[src/rtl/mem_arb_pkg.sv]
// Shared constants and types for the byte-serialising two-port memory arbiter.
package mem_arb_pkg;
    localparam int DEF_ADDR_W     = 12;
    localparam int DEF_WORD_BYTES = 8;
    localparam int MEM_BYTES      = 1 << DEF_ADDR_W;

    typedef logic [1:0] state_t;
    localparam state_t ST_IDLE  = 2'd0;
    localparam state_t ST_XFER  = 2'd1;
    localparam state_t ST_DRAIN = 2'd2;
    localparam state_t ST_DONE  = 2'd3;

    // Owner value doubles as the bit index of the one-hot grant vector.
    typedef enum logic {OWN_F = 1'b0, OWN_D = 1'b1} owner_t;
endpackage

[src/rtl/mem_rr_arbiter.sv]
// Two-way round-robin arbiter: on a tie the port that did not win last time wins.
module mem_rr_arbiter
    import mem_arb_pkg::*;
(
    input  logic       clk,
    input  logic       rst,
    input  logic       i_req_f,
    input  logic       i_req_d,
    input  logic       i_en,
    output logic [1:0] o_grant
);
    owner_t r_last;

    always_comb begin
        o_grant = 2'b00;
        if (i_en) begin
            if (i_req_f && i_req_d)
                o_grant = (r_last == OWN_F) ? 2'b10 : 2'b01;
            else
                o_grant = {i_req_d, i_req_f};
        end
    end

    always_ff @(posedge clk) begin
        if (rst)
            r_last <= OWN_F;
        else if (o_grant[1])
            r_last <= OWN_D;
        else if (o_grant[0])
            r_last <= OWN_F;
    end
endmodule

[src/rtl/mem_arbiter.sv]
// Arbitrates a read-only fetch port and a read/write data port onto a byte-wide
// synchronous RAM, moving one big-endian word per grant one byte per cycle.
module mem_arbiter
    import mem_arb_pkg::*;
#(
    parameter int ADDR_W     = DEF_ADDR_W,
    parameter int WORD_BYTES = DEF_WORD_BYTES
) (
    input  logic                    clk,
    input  logic                    rst,
    input  logic                    f_req,
    input  logic [ADDR_W-1:0]       f_addr,
    output logic                    f_ack,
    output logic                    f_err,
    output logic [8*WORD_BYTES-1:0] f_rdata,
    input  logic                    d_req,
    input  logic                    d_we,
    input  logic [ADDR_W-1:0]       d_addr,
    input  logic [8*WORD_BYTES-1:0] d_wdata,
    output logic                    d_ack,
    output logic                    d_err,
    output logic [8*WORD_BYTES-1:0] d_rdata,
    output logic [ADDR_W-1:0]       mem_addr,
    output logic                    mem_we,
    output logic [7:0]              mem_wdata,
    input  logic [7:0]              mem_rdata,
    output logic                    busy
);
    localparam int WBITS = 8 * WORD_BYTES;
    localparam int CNT_W = $clog2(WORD_BYTES + 1);
    localparam logic [CNT_W-1:0] LAST_CNT = CNT_W'(WORD_BYTES - 1);
    localparam logic [ADDR_W:0]  LAST_OFS = (ADDR_W + 1)'(WORD_BYTES - 1);

    state_t             r_state;
    owner_t             r_owner;
    logic               r_we;
    logic               r_err;
    logic [CNT_W-1:0]   r_cnt;
    logic [WBITS-1:0]   r_wdata;
    logic [WBITS-1:0]   r_shift;
    logic [WBITS-1:0]   r_f_rdata;
    logic [WBITS-1:0]   r_d_rdata;
    logic [ADDR_W-1:0]  r_mem_addr;
    logic               r_mem_we;
    logic [7:0]         r_mem_wdata;

    logic [1:0]         w_grant;
    logic [ADDR_W-1:0]  w_addr;
    logic               w_we;
    logic [ADDR_W:0]    w_end;
    logic               w_range_err;

    mem_rr_arbiter u_rr (
        .clk     (clk),
        .rst     (rst),
        .i_req_f (f_req),
        .i_req_d (d_req),
        .i_en    (r_state == ST_IDLE),
        .o_grant (w_grant)
    );

    // The carry out of base + (WORD_BYTES-1) flags a word running past the top.
    assign w_addr      = w_grant[1] ? d_addr : f_addr;
    assign w_we        = w_grant[1] & d_we;
    assign w_end       = {1'b0, w_addr} + LAST_OFS;
    assign w_range_err = w_end[ADDR_W];

    always_ff @(posedge clk) begin
        if (rst) begin
            r_state     <= ST_IDLE;
            r_owner     <= OWN_F;
            r_we        <= 1'b0;
            r_err       <= 1'b0;
            r_cnt       <= '0;
            r_wdata     <= '0;
            r_shift     <= '0;
            r_f_rdata   <= '0;
            r_d_rdata   <= '0;
            r_mem_addr  <= '0;
            r_mem_we    <= 1'b0;
            r_mem_wdata <= '0;
        end else begin
            case (r_state)
                ST_IDLE: begin
                    if (|w_grant) begin
                        r_owner <= w_grant[1] ? OWN_D : OWN_F;
                        r_we    <= w_we;
                        r_err   <= w_range_err;
                        r_cnt   <= '0;
                        if (w_range_err) begin
                            r_state <= ST_DONE;
                        end else begin
                            r_state     <= ST_XFER;
                            r_mem_addr  <= w_addr;
                            r_mem_we    <= w_we;
                            r_mem_wdata <= d_wdata[WBITS-1 -: 8];
                            r_wdata     <= d_wdata << 8;
                        end
                    end
                end
                ST_XFER: begin
                    // Byte k-1 returns from the RAM while byte k is being addressed.
                    if (r_cnt != '0)
                        r_shift <= {r_shift[WBITS-9:0], mem_rdata};
                    if (r_cnt == LAST_CNT) begin
                        r_mem_we <= 1'b0;
                        r_state  <= r_we ? ST_DONE : ST_DRAIN;
                    end else begin
                        r_cnt       <= r_cnt + 1'b1;
                        r_mem_addr  <= r_mem_addr + 1'b1;
                        r_mem_wdata <= r_wdata[WBITS-1 -: 8];
                        r_wdata     <= r_wdata << 8;
                    end
                end
                ST_DRAIN: begin
                    r_state <= ST_DONE;
                    if (r_owner == OWN_D)
                        r_d_rdata <= {r_shift[WBITS-9:0], mem_rdata};
                    else
                        r_f_rdata <= {r_shift[WBITS-9:0], mem_rdata};
                end
                ST_DONE: r_state <= ST_IDLE;
                default: r_state <= ST_IDLE;
            endcase
        end
    end

    assign f_ack     = (r_state == ST_DONE) && (r_owner == OWN_F);
    assign d_ack     = (r_state == ST_DONE) && (r_owner == OWN_D);
    assign f_err     = f_ack & r_err;
    assign d_err     = d_ack & r_err;
    assign f_rdata   = r_f_rdata;
    assign d_rdata   = r_d_rdata;
    assign mem_addr  = r_mem_addr;
    assign mem_we    = r_mem_we;
    assign mem_wdata = r_mem_wdata;
    assign busy      = (r_state != ST_IDLE);
endmodule
[config.mk]
export PLATFORM = sky130hd
export DESIGN_NAME = mem_arbiter
export DESIGN_NICKNAME = d
export VERILOG_FILES = /design/src/rtl/mem_arb_pkg.sv /design/src/rtl/mem_rr_arbiter.sv /design/src/rtl/mem_arbiter.sv
export SDC_FILE = /design/constraint.sdc
export NUM_CORES = 1
export LEC_CHECK = 0
export CORE_MARGIN = 2
export CORE_UTILIZATION = 30
export CTS_BUF_LIST = sky130_fd_sc_hd__clkbuf_16
export DETAILED_ROUTE_END_ITERATION = 12
export PLACE_DENSITY = 0.53
export SYNTH_ARGS = -nofsm -noshare
export SYNTH_HDL_FRONTEND = slang
export SYNTH_SLANG_ARGS = --single-unit
[constraint.sdc]
create_clock -name clk -period 3.85 [get_ports clk]
set_input_delay 1.155 -clock clk [delete_from_list [all_inputs] [get_ports clk]]
set_output_delay 1.155 -clock clk [all_outputs]
set_load 0.02 [all_outputs]
==> metrics.txt, run 1 <==
xor and xnor area share after synthesis 0.245%; arrival time at the worst endpoint 2.19 ns; Worst setup EP type output port; die height 193 um; overall power approximately 9400 uW; most used cell, CP inv_1; run status finished, final reports clean; worst path required time roughly 2.7 ns; kind of critical path flip-flop to output port; Min Clock Period, post-route 3.35 ns; setup bufs post-CTS 0; Post-CTS Hold Buffers 0; Vias/cell 4.88; Synth cell types 58; Routed WL per cell around 17 um; IO Port Bufs 254; fin crit share 87.0%; maximum VDD drop 0.539 mV; Max-slew headroom a little over a third; cts repair resizes 0; final hold vios 0; PwrDens 639 mW/mm2; layout net count 1,599; clk slew on worst S/H paths 0.06 ns; post-synthesis sequential area ratio 50.7%; H-tree depth 1; Crit-path slowest cell clkdlybuf4s50_1; Remaining DRCs 0; area grow syn2layout 37.1%; Worst setup SP type flip-flop; via count around 9,600; CTS tree built; Post-Synth Adder-Cell Area 0.935%; mux contribution to synthesized area under 10%; core area approximately 0.035 mm2; die width 193 um; setup violators final 0; Initial Util 30.3%; Synth Warn # 0; remaining antenna violation count 0; total global routing overflow 0; Comb pwr share 31.6%; worst hold path class flip-flop to flip-flop; filler instances between 3,000 and 4,000; largest family of logic cells by synthesized area compound AO/OA/AOI/OAI gates; first-pass GRT wire length around 52 mm; Mean Syn Cell Area 8.35 um2; Flop pwr share 38.0%; Clock Tree Buf Depth 3; Mapped Area 0.0107 mm2; Worst Path Max Fanout 9; Post-Syn Instances 1,283; number of max-cap violations 0; P_leak 0.00492 uW; RSZ-0062 raised after global routing no; Syn Nets 1,392; Rows 69; largest net degree at the start of global routing 155; Clk pwr share 30.4%; Fin Clk Skew 0.0165 ns; FF+latch count, synth 271; Compound-Gate Fraction of Synth Area 20.8%; CP cell instances inv_1 -> ha_1 -> inv_1 -> clkdlybuf4s50_1; Switching Share 34.6%; post-DP HPWL ~22 mm; global-route usage over all layers 17.6%; final setup TNS 0 ns; top cells by area, synth dfxtp_1, nand2_1, a21oi_1; Post-synth EDFFs 0; final WL 33.7 mm; clk sinks 271; root buf cell clkbuf_16; Die ar. 0.0372 mm2; number of global-route vias before repair 9,157; worst-margin pin slew around 0.98 ns; DR iter-0 viols between 500 and 600; initial antenna violation count 3; Top FF cell, synth dfxtp_1; Top Ports 255; clock latency at the later pin of the worst-skew pair 0.55 ns; peak per-stage delay on the critical path 0.66 ns; asr flop ratio synth 0%; drt first pass iters 4; fin. max-slew vios 0; internal power 6130 uW; Synth area leader dfxtp_1; simple-gate area share of the yosys netlist 16.8%; share of the synthesized area in the top cell type about half; gpl congestion 0.856; layout cell share with drive strength beyond 1 6.28%; commonest non-fill, non-tap cell in the layout nand2_1; commonest non-fill, non-tap cells in the layout nand2_1, dfxtp_1, clkdlybuf4s50_1; TritonCTS buffer count 30; Psw 3250 uW; Max Fclk 299 MHz
-- sequential cells by signal (all words and copies together), names as in the netlist, 2 cells and up --
signal     flops
r_state        2
r_cnt          4
r_shift       56
mem_wdata      8
r_wdata       56
mem_addr      12
f_rdata       64
d_rdata       64
-- final timing paths --
kind | from | cells past startpoint | slack [ns] | end
min | d_rdata[20]$_SDFFE_PP0P_ | 2 | 0.45 | d_rdata[20]$_SDFFE_PP0P_
max | r_state[0]$_SDFFE_PP0P_ | 4 | 0.50 | busy
min reg2reg | d_rdata[20]$_SDFFE_PP0P_ | 2 | 0.45 | d_rdata[20]$_SDFFE_PP0P_
max reg2reg | r_state[1]$_SDFFE_PP0P_ | 7 | 1.01 | r_shift[26]$_SDFFE_PP0P_
-- power by group through the flow --
stage	Combinational (uW)	Clock [uW]	Sequential, uW
2_1_floorplan	1890	0	3650
5_1_grt	3230	3030	3620
4_1_cts	2990	2920	3570
3_5_place_dp	2980	0	3620
6_report	2960	2850	3570
3_3_place_gp	2950	0	3620
-- layout make-up --
type                            count  area, um2  area share [%]
Timing Repair Buffer              277       2780            18.9
Multi-Input combinational cell    897       4870            33.2
Clock buffer                       31        776            5.28
Tap cell                          461        577            3.93
Clock inverter                     23        200            1.36
Sequential cell                   271       5430            36.9
Antenna cell                        3       7.51          0.0511
Inverter                           13       48.8           0.332
-- synthesized netlist by cell type (3+ instances only) --
master and instances:
a22o_1 8, buf_2 8, and2_1 5, clkbuf_1 77, inv_1 12, mux2_2 6, o21ai_0 12, o311ai_0 3
ha_1 8, o21ai_1 3, a211oi_1 49, nor3_1 4, nand3_1 11, a21oi_1 251, a211oi_2 10, nor2b_1 4
nor2_1 13, buf_1 14, nand2_1 389, o211ai_1 6, o31ai_1 8, mux2i_1 60, nand4_1 6, dfxtp_1 271
-- logic make-up after synthesis --
group,after synthesis
buf+inv,115
mux,66
fa+ha+maj,8
simple gates,448
compound gates,372
flops,271
xor+xnor,3
-- routing by layer --
metal | routed length [um] | track usage (%) | part of all wire [%]
met1 | 15600 | 24.2 | 46
met2 | 15800 | 28.5 | 47
met3 | 1740 | 2.96 | 5.2
met4 | 575 | 4.37 | 1.7
met5 | 0 | 0 | 0
-- critical path: cells and delay by family, from the launching register on --
family / cells / cell delay, ns
buf+inv: 3 / 0.91
flops: 1 / 0.40
fa+ha+maj: 1 / 0.34
-- per-stage QoR --
step / area [um2] / std cells / hold slack [ns] / setup slack, ns / util, %
6_report: 14700 / 1976 / 0.452 / 0.501 / 41.5
5_1_grt: 14700 / 1974 / 0.473 / 0.347 / 41.5
3_3_place_gp: 13700 / 1919 / 0.443 / 0.295 / 38.7
3_5_place_dp: 13700 / 1919 / 0.448 / 0.271 / 38.7
2_1_floorplan: 10700 / 1283 / 0.445 / 1.14 / -
4_1_cts: 14700 / 1973 / 0.455 / 0.455 / 41.5
Power figures use the tool's default switching activity.
==> run 2, diff against run 1 <==
Settings changed: ABC_AREA from default to 1, ABC_CLOCK_PERIOD_IN_PS from default to 3850, PLACE_DENSITY 0.53 to 0.52, RECOVER_POWER from default to 50.
==> run 2 against run 1 <==
Compared with the run above: the flow now finishes with violations (capacitance limit, slew limit); register-to-register slack worse by 0.29 ns; worst setup slack gained 0.063 ns; combinational power is 35% higher; final cell count rose by 18%; fmax rose by 1.9%; synthesized cell count up 28%; wire length grew 2.3%; clock skew grew 0.0021 ns; largest cell class unchanged; highest routed layer unchanged.
==> metrics.txt, run 2 <==
number of global-route vias before repair 10,000 (+9.5%); Psw 4190 uW (+29%); Syn Nets 1,745 (+25%); flop-to-flop setup slack 0.72 ns (-0.29 ns); PwrDens 738 mW/mm2 (+16%); clk slew on worst S/H paths 0.06 ns (about the same); Top Ports 255 (unchanged); Worst setup EP type output port; top cells by area, synth dfxtp_1, nor2_1, o21ai_0; setup violators final 0 (unchanged); worst hold path class flip-flop to flip-flop; Worst Reg-to-Reg Cells 8 (+1); final WL 34.5 mm (+2.3%); Crit path depth 4 (unchanged); Routed WL per cell 14.8 um (-13%); fin crit share 85.4% (-1.6 points); fin. max-slew vios 57 (+57); CP top delay family buffers and inverters; FF+latch count, synth 271 (unchanged); worst path required time 2.69 ns (about the same); layout cell share with drive strength beyond 1 3.75% (-2.5 points); clock latency at the later pin of the worst-skew pair 0.56 ns (about the same); asr flop ratio synth 0% (unchanged); number of max-cap violations 1 (+1); final hold vios 0 (unchanged); share of the synthesized area in the top cell type 48.6% (-2.0 points); P_leak 0.00681 uW (+39%); kind of critical path flip-flop to output port; commonest non-fill, non-tap cells in the layout nor2_1, nand2_1, dfxtp_1; Finished Layout Cells 2,336 (+18%); Mean Syn Cell Area 6.82 um2 (-18%); Clk pwr share 26.2% (-4.2 points); IO Port Bufs 254 (unchanged); layout net count 1,952 (+22%); post-DP HPWL 22.6 mm (+1.2%); internal power 6880 uW (+12%); Post-synth EDFFs 0 (unchanged); final setup TNS 0 ns (unchanged); Mapped Area 0.0112 mm2 (+4.1%); Clock Tree Buf Depth 3 (unchanged); overall power 11,100 uW (+18%); Cells after DPL 2,278 (+19%); Worst Path Max Fanout 6 (-3); largest net degree at the start of global routing 77 (-50%); RSZ-0062 raised after global routing no; maximum VDD drop 0.362 mV (-33%); Synth Warn # 0 (unchanged); Initial Util 30.5% (+0.21 points); Comb pwr share 36.0% (+4.4 points); DR iter-0 viols 510 (-13%); Synth cell types 29 (-50%); cts repair resizes 0 (unchanged); failing checks capacitance limit, slew limit; CP endpoint busy; peak per-stage delay on the critical path 0.61 ns (-0.05 ns); Fin Clk Skew 0.0185 ns (+0.00209 ns); gpl congestion 0.819 (-4.4%); drt first pass iters 4 (unchanged); setup bufs post-CTS 0 (unchanged); arrival time at the worst endpoint 2.13 ns (-0.06 ns); run status finished with violations; Post-Syn Instances 1,636 (+28%); Synth area leader dfxtp_1; die width 197 um (+2.0%); CP cell instances inv_1 -> ha_1 -> inv_1 -> clkdlybuf4s50_1; clk sinks 271 (unchanged); Flop pwr share 37.8% (-0.2 points); Max-slew headroom -21.4% (-56 points); initial antenna violation count 0 (-3); final core utilization 41.0% (-0.46 points); remaining antenna violation count 0 (unchanged); global-route usage over all layers 17.2% (-0.32 points); CP Buf/Inv Count 3 (unchanged); Crit-path slowest cell clkdlybuf4s50_1; Worst setup SP type flip-flop; via count 10,500 (+9.3%); core area 0.0366 mm2 (+3.4%); area grow syn2layout 34.7%; Remaining DRCs 0 (unchanged); Die ar. 0.0387 mm2 (+4.1%); commonest non-fill, non-tap cell in the layout nor2_1; Post-CTS Hold Buffers 0 (unchanged); worst-margin pin slew 1.82 ns (+0.842 ns); Critical Path Source r_state[0]$_SDFFE_PP0P_; die height 197 um (+2.0%); Rows 70 (+1.4%); Synth top cells by count nor2_1, nand2_1, dfxtp_1; most frequent cell after synthesis nor2_1; most used cell, CP inv_1; root buf cell clkbuf_16; TritonCTS buffer count 31 (+3.3%); first-pass GRT wire length 54.5 mm (+4.7%); FF-to-FF Start r_state[1]$_SDFFE_PP0P_; Top FF cell, synth dfxtp_1; Max Fclk 304 MHz (+1.9%); Vias/cell 4.51 (-7.5%); Min Clock Period, post-route 3.29 ns (-0.0630 ns); H-tree depth 1 (unchanged); FF-to-FF End r_shift[20]$_SDFFE_PP0P_; post-synthesis sequential area ratio 48.6% (-2.0 points); total global routing overflow 0 (unchanged); CTS tree built; Switching Share 37.9% (+3.2 points)
## run 2: kinds of logic (layout without fill, tap and decap cells)
kind of cell    after synthesis  after routing  synth area share (%)
buf+inv                     201            432                  7.43
compound gates              268            268                  12.1
flops                       271            271                  48.6
other cells                   0              1                     0
xor+xnor                      3              3                 0.236
fa+ha+maj                     8              8                 0.898
simple gates                885            885                  30.7
## run 2: worst register-to-register path, delay by kind of cell (launching register included)
family | cells | cell delay [ns]
compound gates | 1 | 0.30
fa+ha+maj | 1 | 0.15
buf+inv | 4 | 1.64
flops | 1 | 0.33
simple gates | 2 | 0.58
## run 2: area by class of cell
| cell class | count | area, um2 |
|---|---|---|
| diodes | 1 | 2.50 |
| clock buffers | 31 | 776 |
| clock inverters | 26 | 220 |
| fillers | 3864 | 21600 |
| inverters | 100 | 383 |
| multi-input cells | 1164 | 4910 |
| flip-flops and latches | 271 | 5430 |
| well taps | 468 | 586 |
| repair buffers | 275 | 2720 |
## run 2: worst min-delay path by stage
stage / end / from / cells past startpoint / slack (ns)
after floorplan: r_wdata[10]$_SDFFE_PP0P_ / r_wdata[10]$_SDFFE_PP0P_ / 2 / 0.44
after global placement: r_wdata[11]$_SDFFE_PP0P_ / r_wdata[11]$_SDFFE_PP0P_ / 2 / 0.45
after detailed placement: mem_we$_SDFFE_PP0P_ / mem_we$_SDFFE_PP0P_ / 2 / 0.46
after CTS: r_we$_SDFFE_PP0P_ / r_we$_SDFFE_PP0P_ / 2 / 0.47
after global routing: r_we$_SDFFE_PP0P_ / r_we$_SDFFE_PP0P_ / 2 / 0.50
final: mem_we$_SDFFE_PP0P_ / mem_we$_SDFFE_PP0P_ / 2 / 0.47
## run 2: power by group through the flow
stage	clock network [uW]	logic (uW)	registers [uW]
floorplan	0	2170	4540
global placement	0	4060	4250
detailed placement	0	4080	4250
CTS	3000	4110	4200
global route	3130	4510	4290
finish	2900	3990	4190
## run 2: per-layer routing
metal	wire (um)	track usage, %	part of all wire [%]
met1	16400	23.7	48
met2	15500	27.9	45
met3	2080	3.82	6.0
met4	505	3.29	1.5
met5	0	0	0
## run 2: through the flow
| step | hold WS, ns | instance area [um2] | setup WS (ns) |
|---|---|---|---|
| 2_1_floorplan | 0.440 | 11200 | 1.11 |
| 3_3_place_gp | 0.452 | 14100 | 0.429 |
| 3_5_place_dp | 0.461 | 14100 | 0.374 |
| 4_1_cts | 0.471 | 15100 | 0.517 |
| 5_1_grt | 0.499 | 15000 | 0.333 |
| 6_report | 0.468 | 15000 | 0.564 |
==> run 3, diff against run 2 <==
Settings changed: CORE_MARGIN 2 to default, CTS_BUF_LIST sky130_fd_sc_hd__clkbuf_16 to default, SYNTH_HIERARCHICAL from default to 1.
==> run 3 against run 2 <==
Compared with the run above: the flow now finishes without violations; global-route usage is 0.66 points higher; sequential share of layout area is 0.55 points lower; worst setup slack better by 0.044 ns; largest power group is now combinational logic; clock skew is 0.0062 ns lower; synthesized area is 0.37% higher; highest routed layer unchanged; first-iteration DRC count is 23% higher; die area is 1.7% lower.
==> metrics.txt, run 3 <==
run status finished, final reports clean; most used cell, CP inv_1; initial antenna violation count 0 (unchanged); Fin Clk Skew 0.0123 ns (-0.00621 ns); CTS tree built; Top FF cell, synth dfxtp_1; TritonCTS buffer count 34 (+9.7%); core area 0.0367 mm2 (+0.24%); global-route usage over all layers 17.9% (+0.66 points); Critical Path Source r_state[0]$_SDFFE_PP0P_; Die ar. 0.0381 mm2 (-1.7%); n_diodes 0 (-1); Synth cell types 31 (+6.9%); P_leak 0.00705 uW (+3.5%); worst hold path class flip-flop to flip-flop; Synth area leader dfxtp_1; H-tree depth 2 (+1); RSZ-0062 raised after global routing no; Mapped Area 0.0112 mm2 (+0.37%); Switching Share 37.6% (-0.23 points); Max Fclk 308 MHz (+1.4%); Worst setup SP type flip-flop; commonest non-fill, non-tap cells in the layout nor2_1, nand2_1, dfxtp_1; peak per-stage delay on the critical path 0.60 ns (about the same); root buf cell clkbuf_16; filler instances 3,814 (-1.3%); share of the synthesized area in the top cell type 48.5% (-0.18 points); final core utilization 41.6% (+0.53 points); via count 10,700 (+1.6%); area grow syn2layout 36.2%; FF-to-FF Start r_state[0]$_SDFFE_PP0P_; Clock Tree Buf Depth 3 (unchanged); worst-margin pin slew 1.14 ns (-0.682 ns); fin. max-slew vios 0 (-100%); Max-slew headroom 24.1% (+45 points); Initial Util 30.5% (+0.040 points); Worst setup EP type output port; maximum VDD drop 0.334 mV (-7.8%); fin crit share 84.2% (-1.2 points); number of global-route vias before repair 10,100 (+1.0%); remaining antenna violation count 0 (unchanged); largest net degree at the start of global routing 74 (-3.9%); IO Port Bufs 254 (unchanged); setup violators final 0 (unchanged); clk slew on worst S/H paths 0.06 ns (about the same); Min Clock Period, post-route 3.24 ns (-0.0443 ns); Vias/cell 4.55 (+1.0%); clock latency at the later pin of the worst-skew pair 0.51 ns (-0.05 ns); Synth top cells by count nor2_1, nand2_1, dfxtp_1; Rows 70 (unchanged); Clk pwr share 28.4% (+2.2 points); drt first pass iters 5 (+1); internal power 7170 uW (+4.2%); CP top delay family buffers and inverters; most frequent cell after synthesis nor2_1; layout net count 1,965 (+0.67%); Post-Syn Instances 1,645 (+0.55%); asr flop ratio synth 0% (unchanged); Crit-path slowest cell clkdlybuf4s50_1; Post-CTS Hold Buffers 0 (unchanged); gpl congestion 0.826 (+0.92%); kind of critical path flip-flop to output port; Psw 4330 uW (+3.2%); Routed WL per cell 14.7 um (-0.78%); die height 195 um (-0.84%); final hold vios 0 (unchanged); CP cell instances inv_1 -> ha_1 -> inv_1 -> clkdlybuf4s50_1; FF+latch count, synth 271 (unchanged); Syn Nets 1,754 (+0.52%); CP Buf/Inv Count 3 (unchanged); first-pass GRT wire length 55.2 mm (+1.3%); cts repair resizes 0 (unchanged); Post-synth EDFFs 0 (unchanged); arrival time at the worst endpoint 2.09 ns (-0.04 ns); worst path required time 2.69 ns (about the same); Top Ports 255 (unchanged); Mean Syn Cell Area 6.80 um2 (-0.18%); PwrDens 754 mW/mm2 (+2.3%); total global routing overflow 0 (unchanged); die width 195 um (-0.84%); setup bufs post-CTS 0 (unchanged); Flop pwr share 35.4% (-2.4 points); Synth Warn # 6 (+6); commonest non-fill, non-tap cell in the layout nor2_1; Worst Path Max Fanout 9 (+3); Hold Startpoint r_we$_SDFFE_PP0P_; final WL 34.4 mm (-0.23%); clk sinks 271 (unchanged); top cells by area, synth dfxtp_1, nor2_1, o21ai_0; post-DP HPWL 22.2 mm (-2.0%); DR iter-0 viols 625 (+23%); number of max-cap violations 0 (-1); post-synthesis sequential area ratio 48.5% (-0.18 points); Comb pwr share 36.2% (+0.2 points); final setup TNS 0 ns (unchanged); layout cell share with drive strength beyond 1 4.63% (+0.88 points); Remaining DRCs 0 (unchanged)
[run 3: changes by cell type after synthesis, sizes merged, moves of 2 or more]
cell	change
a21oi	+12
buf	+9
clkbuf	-5
inv	+5
nand2	-3
nand3	-3
nand3b	-2
nor3	-5
[run 3: tightest hold or removal path: cells and delay by family (launching register included)]
family / cells / cell delay (ns)
simple gates: 1 / 0.06
compound gates: 1 / 0.05
flops: 1 / 0.31
[run 3: final timing paths]
kind                                end  slack (ns)  cells past startpoint
hold / removal        r_we$_SDFFE_PP0P_        0.47                      2
hold reg to reg       r_we$_SDFFE_PP0P_        0.47                      2
setup reg to reg  r_cnt[2]$_SDFFE_PP0P_        0.99                     16
setup / recovery                   busy        0.61                      4
[run 3: area by class of cell]
type / instances / area (um2) / area share, %
Tap cell: 468 / 586 / 3.84
Timing Repair Buffer: 280 / 2750 / 18.1
Inverter: 104 / 397 / 2.60
Multi-Input combinational cell: 1165 / 4940 / 32.4
Clock inverter: 9 / 141 / 0.927
Sequential cell: 271 / 5430 / 35.6
Clock buffer: 52 / 1010 / 6.62
[run 3: cell families after synthesis]
group	Yosys count	share of synthesized area [%]
flip-flops	271	48.5
adder cells (fa/ha/maj)	8	0.894
buffers and inverters	209	7.67
AND/OR/NAND/NOR	872	30.0
AO/OA/AOI/OAI	283	12.8
XOR/XNOR	2	0.157
[run 3: metal layers]
layer | global-route usage (%) | vias up | part of all wire [%]
li1 | - | 5549 | -
met1 | 24.1 | 4854 | 47
met2 | 28.1 | 251 | 44
met3 | 5.22 | 42 | 7.2
met4 | 4.23 | 0 | 1.7
met5 | 0 | - | 0
[run 3: per-stage QoR]
stage | cells | worst slack (ns) | power, uW | cell area, um2 | hold slack, ns
floorplan | 1645 | 1.08 | 6810 | 11200 | 0.435
global placement | 2288 | 0.376 | 8370 | 14100 | 0.460
detailed placement | 2288 | 0.376 | 8400 | 14100 | 0.460
CTS | 2349 | 0.570 | 11800 | 15300 | 0.471
global route | 2349 | 0.468 | 12400 | 15200 | 0.497
finish | 2349 | 0.608 | 11500 | 15200 | 0.471
[run 3: power by group through the flow]
| stage | clock, uW | sequential, uW | combinational (uW) |
|---|---|---|---|
| finish | 3270 | 4070 | 4160 |
| detailed placement | 0 | 4130 | 4260 |
| global placement | 0 | 4130 | 4240 |
| global route | 3480 | 4170 | 4730 |
| CTS | 3370 | 4090 | 4290 |
| floorplan | 0 | 4420 | 2380 |
